**src/rtl/profiler_counter_reader.sv**
```systemverilog
// Snapshots NUM_COUNTERS 32-bit counters on dump_req and streams them as a byte frame
// (header, length, payload LSB-first). Define PROFILER_READER_CHECKSUM_EN to append a sum byte.
module profiler_counter_reader #(
  parameter int         NUM_COUNTERS = 11,
  parameter logic [7:0] HEADER_BYTE  = 8'hA5
) (
  input  logic                      clk,
  input  logic                      rst,
  input  logic [32*NUM_COUNTERS-1:0] counters_flat,
  input  logic                      dump_req,
  output logic [7:0]                tx_data,
  output logic                      tx_valid,
  input  logic                      tx_ready,
  output logic                      busy,
  output logic                      done,
  output logic                      overrun
);

  localparam int                NB       = 4 * NUM_COUNTERS;
  localparam int                IDX_W    = (NB > 1) ? $clog2(NB) : 1;
  localparam logic [7:0]        LEN_BYTE = 8'(NB % 256);
  localparam logic [IDX_W-1:0]  LAST_IDX = IDX_W'(NB - 1);

  typedef enum logic [2:0] {
    IDLE     = 3'd0,
    HEADER   = 3'd1,
    LENGTH   = 3'd2,
    PAYLOAD  = 3'd3
`ifdef PROFILER_READER_CHECKSUM_EN
    ,CHECKSUM = 3'd4
`endif
  } state_t;

  state_t                    state_q, state_d;
  logic [IDX_W-1:0]          idx_q, idx_d;
  logic [32*NUM_COUNTERS-1:0] snap_q, snap_d;
  logic                      done_q, done_d;
  logic                      overrun_q, overrun_d;
  logic [7:0]                byte_s;
  logic                      xfer_s;
`ifdef PROFILER_READER_CHECKSUM_EN
  logic [7:0]                csum_q, csum_d;
`endif

  // Byte presented for the current state; derived only from registered state.
  always_comb begin
    byte_s = 8'h00;
    case (state_q)
      IDLE:     byte_s = 8'h00;
      HEADER:   byte_s = HEADER_BYTE;
      LENGTH:   byte_s = LEN_BYTE;
      PAYLOAD:  byte_s = snap_q[{idx_q, 3'b000} +: 8];
`ifdef PROFILER_READER_CHECKSUM_EN
      CHECKSUM: byte_s = csum_q;
`endif
      default:  byte_s = 8'h00;
    endcase
  end

  // Frame sequencing, snapshot capture and overrun tracking.
  always_comb begin
    state_d   = state_q;
    idx_d     = idx_q;
    snap_d    = snap_q;
    done_d    = 1'b0;
    overrun_d = overrun_q;
    xfer_s    = (state_q != IDLE) && tx_ready;
`ifdef PROFILER_READER_CHECKSUM_EN
    csum_d    = csum_q;
    if (xfer_s && (state_q != CHECKSUM)) begin
      csum_d = csum_q + byte_s;
    end else begin
      csum_d = csum_q;
    end
`endif
    case (state_q)
      IDLE: begin
        if (dump_req) begin
          snap_d    = counters_flat;
          overrun_d = 1'b0;
          idx_d     = '0;
          state_d   = HEADER;
`ifdef PROFILER_READER_CHECKSUM_EN
          csum_d    = 8'h00;
`endif
        end else begin
          state_d = IDLE;
        end
      end
      HEADER: begin
        if (tx_ready) state_d = LENGTH;
        else          state_d = HEADER;
      end
      LENGTH: begin
        if (tx_ready) state_d = PAYLOAD;
        else          state_d = LENGTH;
      end
      PAYLOAD: begin
        if (tx_ready && (idx_q == LAST_IDX)) begin
          idx_d   = '0;
`ifdef PROFILER_READER_CHECKSUM_EN
          state_d = CHECKSUM;
`else
          state_d = IDLE;
          done_d  = 1'b1;
`endif
        end else if (tx_ready) begin
          idx_d = idx_q + IDX_W'(1);
        end else begin
          idx_d = idx_q;
        end
      end
`ifdef PROFILER_READER_CHECKSUM_EN
      CHECKSUM: begin
        if (tx_ready) begin
          state_d = IDLE;
          done_d  = 1'b1;
        end else begin
          state_d = CHECKSUM;
        end
      end
`endif
      default: state_d = IDLE;
    endcase
    // A request arriving mid-frame is dropped but remembered.
    if ((state_q != IDLE) && dump_req) begin
      overrun_d = 1'b1;
    end else begin
      overrun_d = overrun_d;
    end
  end

  // State and datapath registers with asynchronous reset.
  always_ff @(posedge clk or posedge rst) begin
    if (rst) begin
      state_q   <= IDLE;
      idx_q     <= '0;
      snap_q    <= '0;
      done_q    <= 1'b0;
      overrun_q <= 1'b0;
`ifdef PROFILER_READER_CHECKSUM_EN
      csum_q    <= 8'h00;
`endif
    end else begin
      state_q   <= state_d;
      idx_q     <= idx_d;
      snap_q    <= snap_d;
      done_q    <= done_d;
      overrun_q <= overrun_d;
`ifdef PROFILER_READER_CHECKSUM_EN
      csum_q    <= csum_d;
`endif
    end
  end

  assign tx_data  = byte_s;
  assign tx_valid = (state_q != IDLE);
  assign busy     = (state_q != IDLE);
  assign done     = done_q;
  assign overrun  = overrun_q;

endmodule

```
**config.mk**
```make
export PLATFORM = sky130hd
export DESIGN_NAME = profiler_counter_reader
export DESIGN_NICKNAME = d
export VERILOG_FILES = /design/src/rtl/profiler_counter_reader.sv
export SDC_FILE = /design/constraint.sdc
export NUM_CORES = 1
export LEC_CHECK = 0
export ABC_AREA = 1
export CORE_MARGIN = 2
export CORE_UTILIZATION = 37
export CTS_CLUSTER_DIAMETER = 30
export CTS_CLUSTER_SIZE = 40
export DETAILED_ROUTE_END_ITERATION = 6
export HOLD_SLACK_MARGIN = 0.15
export MAX_ROUTING_LAYER = met4
export PLACE_DENSITY_LB_ADDON = 0.15
export SYNTH_ARGS = -nofsm -noshare
export SYNTH_HDL_FRONTEND = slang
export SYNTH_SLANG_ARGS = --single-unit
```
**constraint.sdc**
```tcl
create_clock -name clk -period 13.5 [get_ports clk]
set_input_delay 3.375 -clock clk [delete_from_list [all_inputs] [get_ports clk]]
set_output_delay 3.375 -clock clk [all_outputs]
set_load 0.05 [all_outputs]
```
==> results of run 1 <==
==> through the flow <==
stage	cell area, um^2	util (%)
2_1_floorplan	17400	-
3_3_place_gp	21200	45.6
3_5_place_dp	21200	45.6
4_1_cts	24400	52.5
5_1_grt	24400	52.5
6_report	24400	52.5
==> state kept, by name, summed over array words and instances (netlist names) <==
register and flops:
snap_q 352, idx_q 6, state_q 2, done 1, overrun 1
==> metal layers <==
layer,vias up,routed length [um],track usage [%]
met5,-,0,-
met4,0,1400,8.16
met3,84,4730,6.20
met2,565,26500,36.8
met1,7677,28600,36.2
li1,7920,-,-
==> cell usage in the layout, fill, tap and decap left out, drive strengths merged <==
cell,synthesis,layout
nand2,971,971
clkdlybuf4s50,0,367
dfrtp,362,362
o21ai,250,250
inv,220,222
nand3,194,194
clkbuf,27,105
nor2,87,87
a21oi,40,40
clkinv,3,29
o211ai,27,27
bufinv,0,15
buf,120,15
clkinvlp,0,14
diode,0,6
o22ai,6,6
nor3,3,3
nor3b,2,2
nor4,1,1
o221ai,1,1
nand4,1,1
ha,1,1
==> kinds of logic (layout without fill, tap and decap cells) <==
| group | Yosys count | in the layout |
|---|---|---|
| AOI/OAI and AO/OA | 324 | 324 |
| adders and majority gates | 1 | 1 |
| buffers and inverters | 370 | 767 |
| DFF | 362 | 362 |
| other | 0 | 6 |
| and+or+nand+nor | 1259 | 1259 |
==> final cells by class <==
type	count	share of cell area, %
inverters	223	3.51
diodes	6	0.0616
multi-input cells	1584	27.6
repair buffers	382	15.5
clock inverters	57	3.11
flip-flops and latches	362	37.2
clock buffers	105	9.88
well taps	607	3.11
==> critical path, stage by stage (launching register included) <==
cell                              delay (ns)
sky130_fd_sc_hd__dfrtp_4                0.73
sky130_fd_sc_hd__inv_4                  0.68
sky130_fd_sc_hd__buf_4                  0.69
sky130_fd_sc_hd__o21ai_0                0.46
sky130_fd_sc_hd__nand3_1                0.16
sky130_fd_sc_hd__nand3_1                0.22
sky130_fd_sc_hd__nand2_1                0.13
sky130_fd_sc_hd__nand3_1                0.08
sky130_fd_sc_hd__a21oi_1                0.22
sky130_fd_sc_hd__clkdlybuf4s50_1        0.87
==> power groups by stage <==
stage / combinational [uW] / clock (uW) / sequential (uW)
after floorplan: 966 / 0 / 1280
after global placement: 1440 / 0 / 1360
after detailed placement: 1440 / 0 / 1360
after CTS: 1450 / 2250 / 1350
after global routing: 1580 / 2320 / 1370
final: 1450 / 2230 / 1350
==> how the worst min path moves through the flow <==
stage	endpoint	slack (ns)
after floorplan	snap_q[115]	0.44
final	snap_q[9]	0.47
after CTS	snap_q[140]	0.47
after global routing	snap_q[52]	0.49
after global placement	snap_q[9]	0.46
after detailed placement	snap_q[140]	0.46
==> reports/summary.json, run 1 <==
{
  "outcome": {
    "status": "finished, final reports clean"
  },
  "clock_tree": {
    "clock_insertion_delay_worst_skew_ns": 0.60,
    "cts_htree_levels": 3,
    "cts_num_sinks": 362,
    "clk_path_buf_depth": 3,
    "cts_root_buffer": "sky130_fd_sc_hd__clkbuf_16",
    "clkSlewWorstSetupHoldPaths_ns": 0.04,
    "tritoncts.num_buffers": 89,
    "post_cts.resized_instances": 0,
    "post_cts.repair.setup_buffers": 0,
    "cts_tree": "yes",
    "cts_stage_hold_buffer_count": 0
  },
  "power_and_ir_drop": {
    "vdd.ir_drop.worst_uv": 204,
    "share_comb_of_total_power_pct": 28.8,
    "clockPowerShare_pct": 44.3,
    "power.leakage_uw": 0.0117,
    "power_density_nw_per_um2": 206,
    "switchingPower_uw": 1780,
    "internal-power_uw": 3240,
    "p_total_uw": 5020,
    "power_switching_share_pct": 35.4,
    "sequentialPowerShare_pct": 26.9
  },
  "finish": {
    "nNetsFinal": 2999,
    "layout_cell_share_with_drive_strength_beyond_1_pct": 6.89,
    "finalNonFillerCells": 3326,
    "regArea_um2": 9070,
    "fillerInstances": 4483,
    "area_growth_syn_to_layout_pct": 40.4,
    "area_of_the_multi_input_gates_um2": 6740
  },
  "placement": {
    "dp_slack_ns": 5.88,
    "hpwlAfterDp_um": 42200,
    "port_buffers": 367,
    "place_inst": 3158,
    "globalplace.congestion": 0.880
  },
  "synthesis": {
    "ys_types": 28,
    "synth_top_area_cell": "sky130_fd_sc_hd__dfrtp_1",
    "ys_top_cells_by_count": "sky130_fd_sc_hd__nand2_1 (969), sky130_fd_sc_hd__dfrtp_1 (362), sky130_fd_sc_hd__o21ai_0 (244)",
    "synth.cell_area_um2": 17400,
    "yosys_most_used_dff": "sky130_fd_sc_hd__dfrtp_1",
    "yosys.area.top_type_share_pct": 52.1,
    "dominant_combinational_cell_family_by_area_after_synthesis": "simple AND/OR/NAND/NOR gates",
    "netlist_top_cells_area": "sky130_fd_sc_hd__dfrtp_1 (52%), sky130_fd_sc_hd__nand2_1 (21%), sky130_fd_sc_hd__o21ai_0 (7.0%)",
    "postSynth.asyncResetShare_pct": 100,
    "synthAdderAreaFrac_pct": 0.0720,
    "post_synth_and_or_nand_nor_area_fraction_pct": 28.8,
    "syn_nets": 2673,
    "synth-xor-area-share_pct": 0,
    "synth-edff-count": 0,
    "synth.ff_latch_count": 362,
    "seq_area_frac_synth_pct": 52.1,
    "synth_compound_gate_area_share_pct": 9.81,
    "post_synth_mux_area_share_pct": 0,
    "post-synth-top-count-cell": "sky130_fd_sc_hd__nand2_1",
    "synth_cells": 2316,
    "ys.warnings.count": 0,
    "synth_area_per_cell_um2": 7.50
  },
  "drt": {
    "drt_pass1_iterations": 6,
    "route.antenna.remaining_nets": 0,
    "drt_iter0_markers": 1592,
    "vias": 16246,
    "wl_per_cell_um": 18.4,
    "detail_route.vias_per_cell": 4.88,
    "post-route-drc-count": 0,
    "detail_route.wirelength_um": 61200
  },
  "worst_setup_path": {
    "timing.critical_path.required_ns": 10.12,
    "critPathKind": "reg -> out",
    "critical_path.endpoint": "tx_data[6]",
    "reg2reg_setup_slack_ns": 9.48,
    "arrival_ns": 4.99,
    "regToRegStartpoint": "state_q[0]",
    "critical_path_peak_fanout": 68,
    "timing.critical_path.from_type": "register",
    "crit_path_start": "idx_q[0]",
    "capture_point_of_the_worst_reg_to_reg_path": "snap_q[122]",
    "timing.critical_path.to_type": "output pin",
    "reg2reg_depth": 7
  },
  "die": {
    "floorplan.die.height_um": 221,
    "io_pins": 368,
    "placeableCoreArea_um2": 46500,
    "start_util_pct": 37.4,
    "fp.dieArea_um2": 48700,
    "fp-row-count": 79,
    "die_w_um": 221
  },
  "sta": {
    "worst_clock_skew_ns": 0.0130,
    "setup_viol": 0,
    "finalHoldViolCount": 0,
    "grt_setup_unrepaired": "no",
    "hold_ws_ns": 0.471,
    "final.setup.tns_ns": 0,
    "maxClockFrequency_mhz": 120,
    "max-slew-margin-rel_pct": 27.4,
    "transition_at_the_pin_with_the_smallest_max_transition_slack_ns": 1.09,
    "drv_slew": 0,
    "timing.final.ws_setup_ns": 5.14,
    "post-route-min-period_ns": 8.36,
    "timing.final.crit_share_pct": 62.0
  },
  "worst_hold_path": {
    "worstHoldPathCells": 2,
    "holdCritStartpoint": "snap_q[9]",
    "hold_class": "reg -> reg"
  },
  "grt": {
    "grt_max_degree": 151,
    "grt_pass1_vias": 16033,
    "antenna_violations_before_repair": 6,
    "grt_util_all_layers_pct": 25.8,
    "gr-total-overflow": 0,
    "grt_pass1_wl_um": 92600
  },
  "flow_run": {
    "max_cap_violations": 0
  }
}
Note: power is estimated with default switching activity, not from simulation.
==> run 2, diff against run 1 <==
Clock period 13.5 ns to 7.25 ns, I/O delays scaled along.
==> run 2 against run 1 <==
Compared with the run above:
- register-to-register slack worse by 5.3 ns
- first-iteration DRC count down 2.7%
- die area unchanged
- design area up 0.59%
- largest cell class unchanged
==> reports/summary.json, run 2 (same netlist as run 1, synthesis figures left out) <==
{
  "clock_tree": {
    "cts_root_buffer": "sky130_fd_sc_hd__clkbuf_16",
    "post_cts.repair.setup_buffers": {"value": 0, "change": "unchanged"},
    "clock_insertion_delay_worst_skew": {"value": 0.60, "unit": "ns", "change": "about the same"},
    "post_cts.resized_instances": {"value": 0, "change": "unchanged"},
    "cts_stage_hold_buffer_count": {"value": 0, "change": "unchanged"},
    "clkSlewWorstSetupHoldPaths": {"value": 0.05, "unit": "ns", "change": "about the same"},
    "cts_htree_levels": {"value": 3, "change": "unchanged"},
    "clk_path_buf_depth": {"value": 3, "change": "unchanged"},
    "tritoncts.num_buffers": {"value": 90, "change": "+1.1%"},
    "cts_tree": "yes",
    "cts_num_sinks": {"value": 362, "change": "unchanged"}
  },
  "sta": {
    "worst_clock_skew": {"value": 0.0141, "unit": "ns", "change": "+0.00118 ns"},
    "finalHoldViolCount": {"value": 0, "change": "unchanged"},
    "grt_setup_unrepaired": "no",
    "hold_ws": {"value": 0.471, "unit": "ns", "change": "-0.000318 ns"},
    "final.setup.tns": {"value": 0, "unit": "ns", "change": "unchanged"},
    "setup_viol": {"value": 0, "change": "unchanged"},
    "drv_slew": {"value": 0, "change": "unchanged"},
    "timing.final.crit_share_pct": 89.4,
    "maxClockFrequency_mhz": 154,
    "transition_at_the_pin_with_the_smallest_max_transition_slack": {"value": 1.04, "unit": "ns", "change": "-0.0524 ns"},
    "max-slew-margin-rel": {"value": 30.9, "unit": "%", "change": "+3.5 points"},
    "post-route-min-period_ns": 6.48
  },
  "worst_setup_path": {
    "arrival": {"value": 4.67, "unit": "ns", "change": "-0.32 ns"},
    "critical-path-max-stage-delay": {"value": 0.89, "unit": "ns", "change": "+0.02 ns"},
    "reg2reg_depth": {"value": 6, "change": "-1"},
    "reg2reg_setup_slack": {"value": 4.23, "unit": "ns", "change": "-5.25 ns"},
    "critical_path.cell_chain": "clkinv_2 > buf_4 > nor2_1 > nand2_1 > nand3_1 > nand3_1 > nand2_1 > nand3_1 > a21oi_1 > clkdlybuf4s50_1",
    "critical_path_peak_fanout": {"value": 51, "change": "-25%"},
    "crit_path_top_delay_cell": "sky130_fd_sc_hd__clkdlybuf4s50_1",
    "critPathKind": "reg -> out",
    "timing.critical_path.from_type": "register",
    "timing.critical_path.to_type": "output pin",
    "regToRegStartpoint": "state_q[0]",
    "timing.critical_path.required": {"value": 5.44, "unit": "ns", "change": "-4.68 ns"},
    "capture_point_of_the_worst_reg_to_reg_path": "snap_q[35]",
    "critical-path-top-cell-by-count": "sky130_fd_sc_hd__nand3_1"
  },
  "die": {
    "io_pins": {"value": 368, "change": "unchanged"},
    "placeableCoreArea": {"value": 46500, "unit": "um^2", "change": "unchanged"},
    "start_util": {"value": 37.4, "unit": "%", "change": "unchanged"},
    "fp-row-count": {"value": 79, "change": "unchanged"},
    "fp.dieArea": {"value": 48700, "unit": "um^2", "change": "unchanged"},
    "die_w": {"value": 221, "unit": "um", "change": "unchanged"},
    "floorplan.die.height": {"value": 221, "unit": "um", "change": "unchanged"}
  },
  "power_and_ir_drop": {
    "vdd.ir_drop.worst": {"value": 238, "unit": "uV", "change": "+17%"},
    "sequentialPowerShare": {"value": 26.0, "unit": "%", "change": "-0.9 points"},
    "p_total": {"value": 9420, "unit": "uW", "change": "+88%"},
    "switchingPower": {"value": 3330, "unit": "uW", "change": "+87%"},
    "power.leakage": {"value": 0.0118, "unit": "uW", "change": "+0.62%"},
    "power_switching_share": {"value": 35.4, "unit": "%", "change": "about the same"},
    "internal-power": {"value": 6090, "unit": "uW", "change": "+88%"},
    "power_density": {"value": 384, "unit": "nW/um^2", "change": "+87%"},
    "share_comb_of_total_power": {"value": 29.4, "unit": "%", "change": "+0.6 points"},
    "clockPowerShare": {"value": 44.6, "unit": "%", "change": "+0.3 points"}
  },
  "finish": {
    "layout.cell_area.non_filler": {"value": 24500, "unit": "um^2", "change": "+0.59%"},
    "layout_cell_share_with_drive_strength_beyond_1": {"value": 7.14, "unit": "%", "change": "+0.24 points"},
    "area_growth_syn_to_layout_pct": 41.2,
    "nNetsFinal": {"value": 3002, "change": "+0.10%"},
    "largest_reg_flops": {"value": 352, "change": "unchanged"},
    "largest-register": "snap_q",
    "finalNonFillerCells": {"value": 3338, "change": "+0.36%"},
    "final_common_cell": "sky130_fd_sc_hd__nand2_1",
    "final_cell_mix": "sky130_fd_sc_hd__nand2_1 (968), sky130_fd_sc_hd__clkdlybuf4s50_1 (367), sky130_fd_sc_hd__dfrtp_1 (360)",
    "biggest_regs": "snap_q x352, idx_q x6, state_q x2"
  },
  "placement": {
    "globalplace.congestion": {"value": 0.865, "change": "-1.7%"},
    "port_buffers": {"value": 367, "change": "unchanged"},
    "hpwlAfterDp": {"value": 42700, "unit": "um", "change": "+1.4%"},
    "placed_cell_area": {"value": 21300, "unit": "um^2", "change": "+0.41%"},
    "place_inst": {"value": 3160, "change": "+0.063%"}
  },
  "grt": {
    "grt_pass1_vias": {"value": 16287, "change": "+1.6%"},
    "grt_max_degree": {"value": 194, "change": "+28%"},
    "antenna_violations_before_repair": {"value": 13, "change": "+7"},
    "grt_pass1_wl": {"value": 94000, "unit": "um", "change": "+1.4%"},
    "gr-total-overflow": {"value": 0, "change": "unchanged"},
    "grt_util_all_layers": {"value": 26.1, "unit": "%", "change": "+0.28 points"}
  },
  "drt": {
    "detail_route.vias_per_cell": {"value": 4.89, "change": "about the same"},
    "route.antenna.remaining_nets": {"value": 0, "change": "unchanged"},
    "vias": {"value": 16320, "change": "+0.46%"},
    "drt_pass1_iterations": {"value": 5, "change": "-1"},
    "post-route-drc-count": {"value": 0, "change": "unchanged"},
    "drt_iter0_markers": {"value": 1549, "change": "-2.7%"},
    "detail_route.wirelength": {"value": 62200, "unit": "um", "change": "+1.7%"},
    "wl_per_cell": {"value": 18.6, "unit": "um", "change": "+1.3%"}
  },
  "worst_hold_path": {
    "holdCritStartpoint": "snap_q[115]",
    "timing.hold.worst_endpoint": "snap_q[115]",
    "hold_class": "reg -> reg",
    "worstHoldPathCells": {"value": 2, "change": "unchanged"}
  },
  "flow_run": {
    "max_cap_violations": {"value": 0, "change": "unchanged"}
  },
  "outcome": {
    "status": "finished, final reports clean"
  }
}
run 2: cell count changes in the layout (fill, tap and decap cells not counted), sizes merged:
| cell | change |
|---|---|
| buf | +2 |
| bufinv | -1 |
| clkbuf | +6 |
| clkinvlp | -4 |
| diode | +7 |
| inv | +2 |
run 2: metrics by stage:
step	worst slack, ns	util (%)
2_1_floorplan	0.583	-
3_3_place_gp	1.44	45.8
3_5_place_dp	1.47	45.8
4_1_cts	0.822	52.7
5_1_grt	0.572	52.8
6_report	0.769	52.8
run 2: power by group through the flow:
stage	registers, uW	logic [uW]	clock network [uW]
after floorplan	2390	1800	0
after global placement	2480	2730	0
after detailed placement	2480	2730	0
after CTS	2450	2750	4240
after global routing	2480	3010	4360
final	2450	2770	4200
run 2: per-layer routing:
metal / wire [um] / GRT usage [%]
met4: 1600 / 9.16
met5: 0 / -
met3: 5750 / 7.64
met2: 26600 / 36.4
met1: 28300 / 36.0
run 2: critical path: cells and delay by family (launching register included):
kind	cells	cell delay, ns
AO/OA/AOI/OAI	1	0.38
buffers and inverters	3	2.19
flip-flops	1	0.83
AND/OR/NAND/NOR	6	0.63
run 2: final cells by class:
cell class,instances,area [um^2]
fillers,4458,21900
flip-flops and latches,362,9070
multi-input cells,1584,6740
repair buffers,384,3880
clock buffers,111,2500
inverters,223,852
well taps,607,759
clock inverters,54,707
diodes,13,32.5
run 2: worst max path at each step:
stage,slack (ns),start,depth (start not counted),end
3_5_place_dp,1.47,idx_q[1],10,tx_data[3]
2_1_floorplan,0.58,rst,1,done
5_1_grt,0.57,idx_q[1],10,tx_data[3]
3_3_place_gp,1.44,idx_q[1],10,tx_data[3]
6_report,0.77,idx_q[1],10,tx_data[3]
4_1_cts,0.82,idx_q[1],10,tx_data[3]
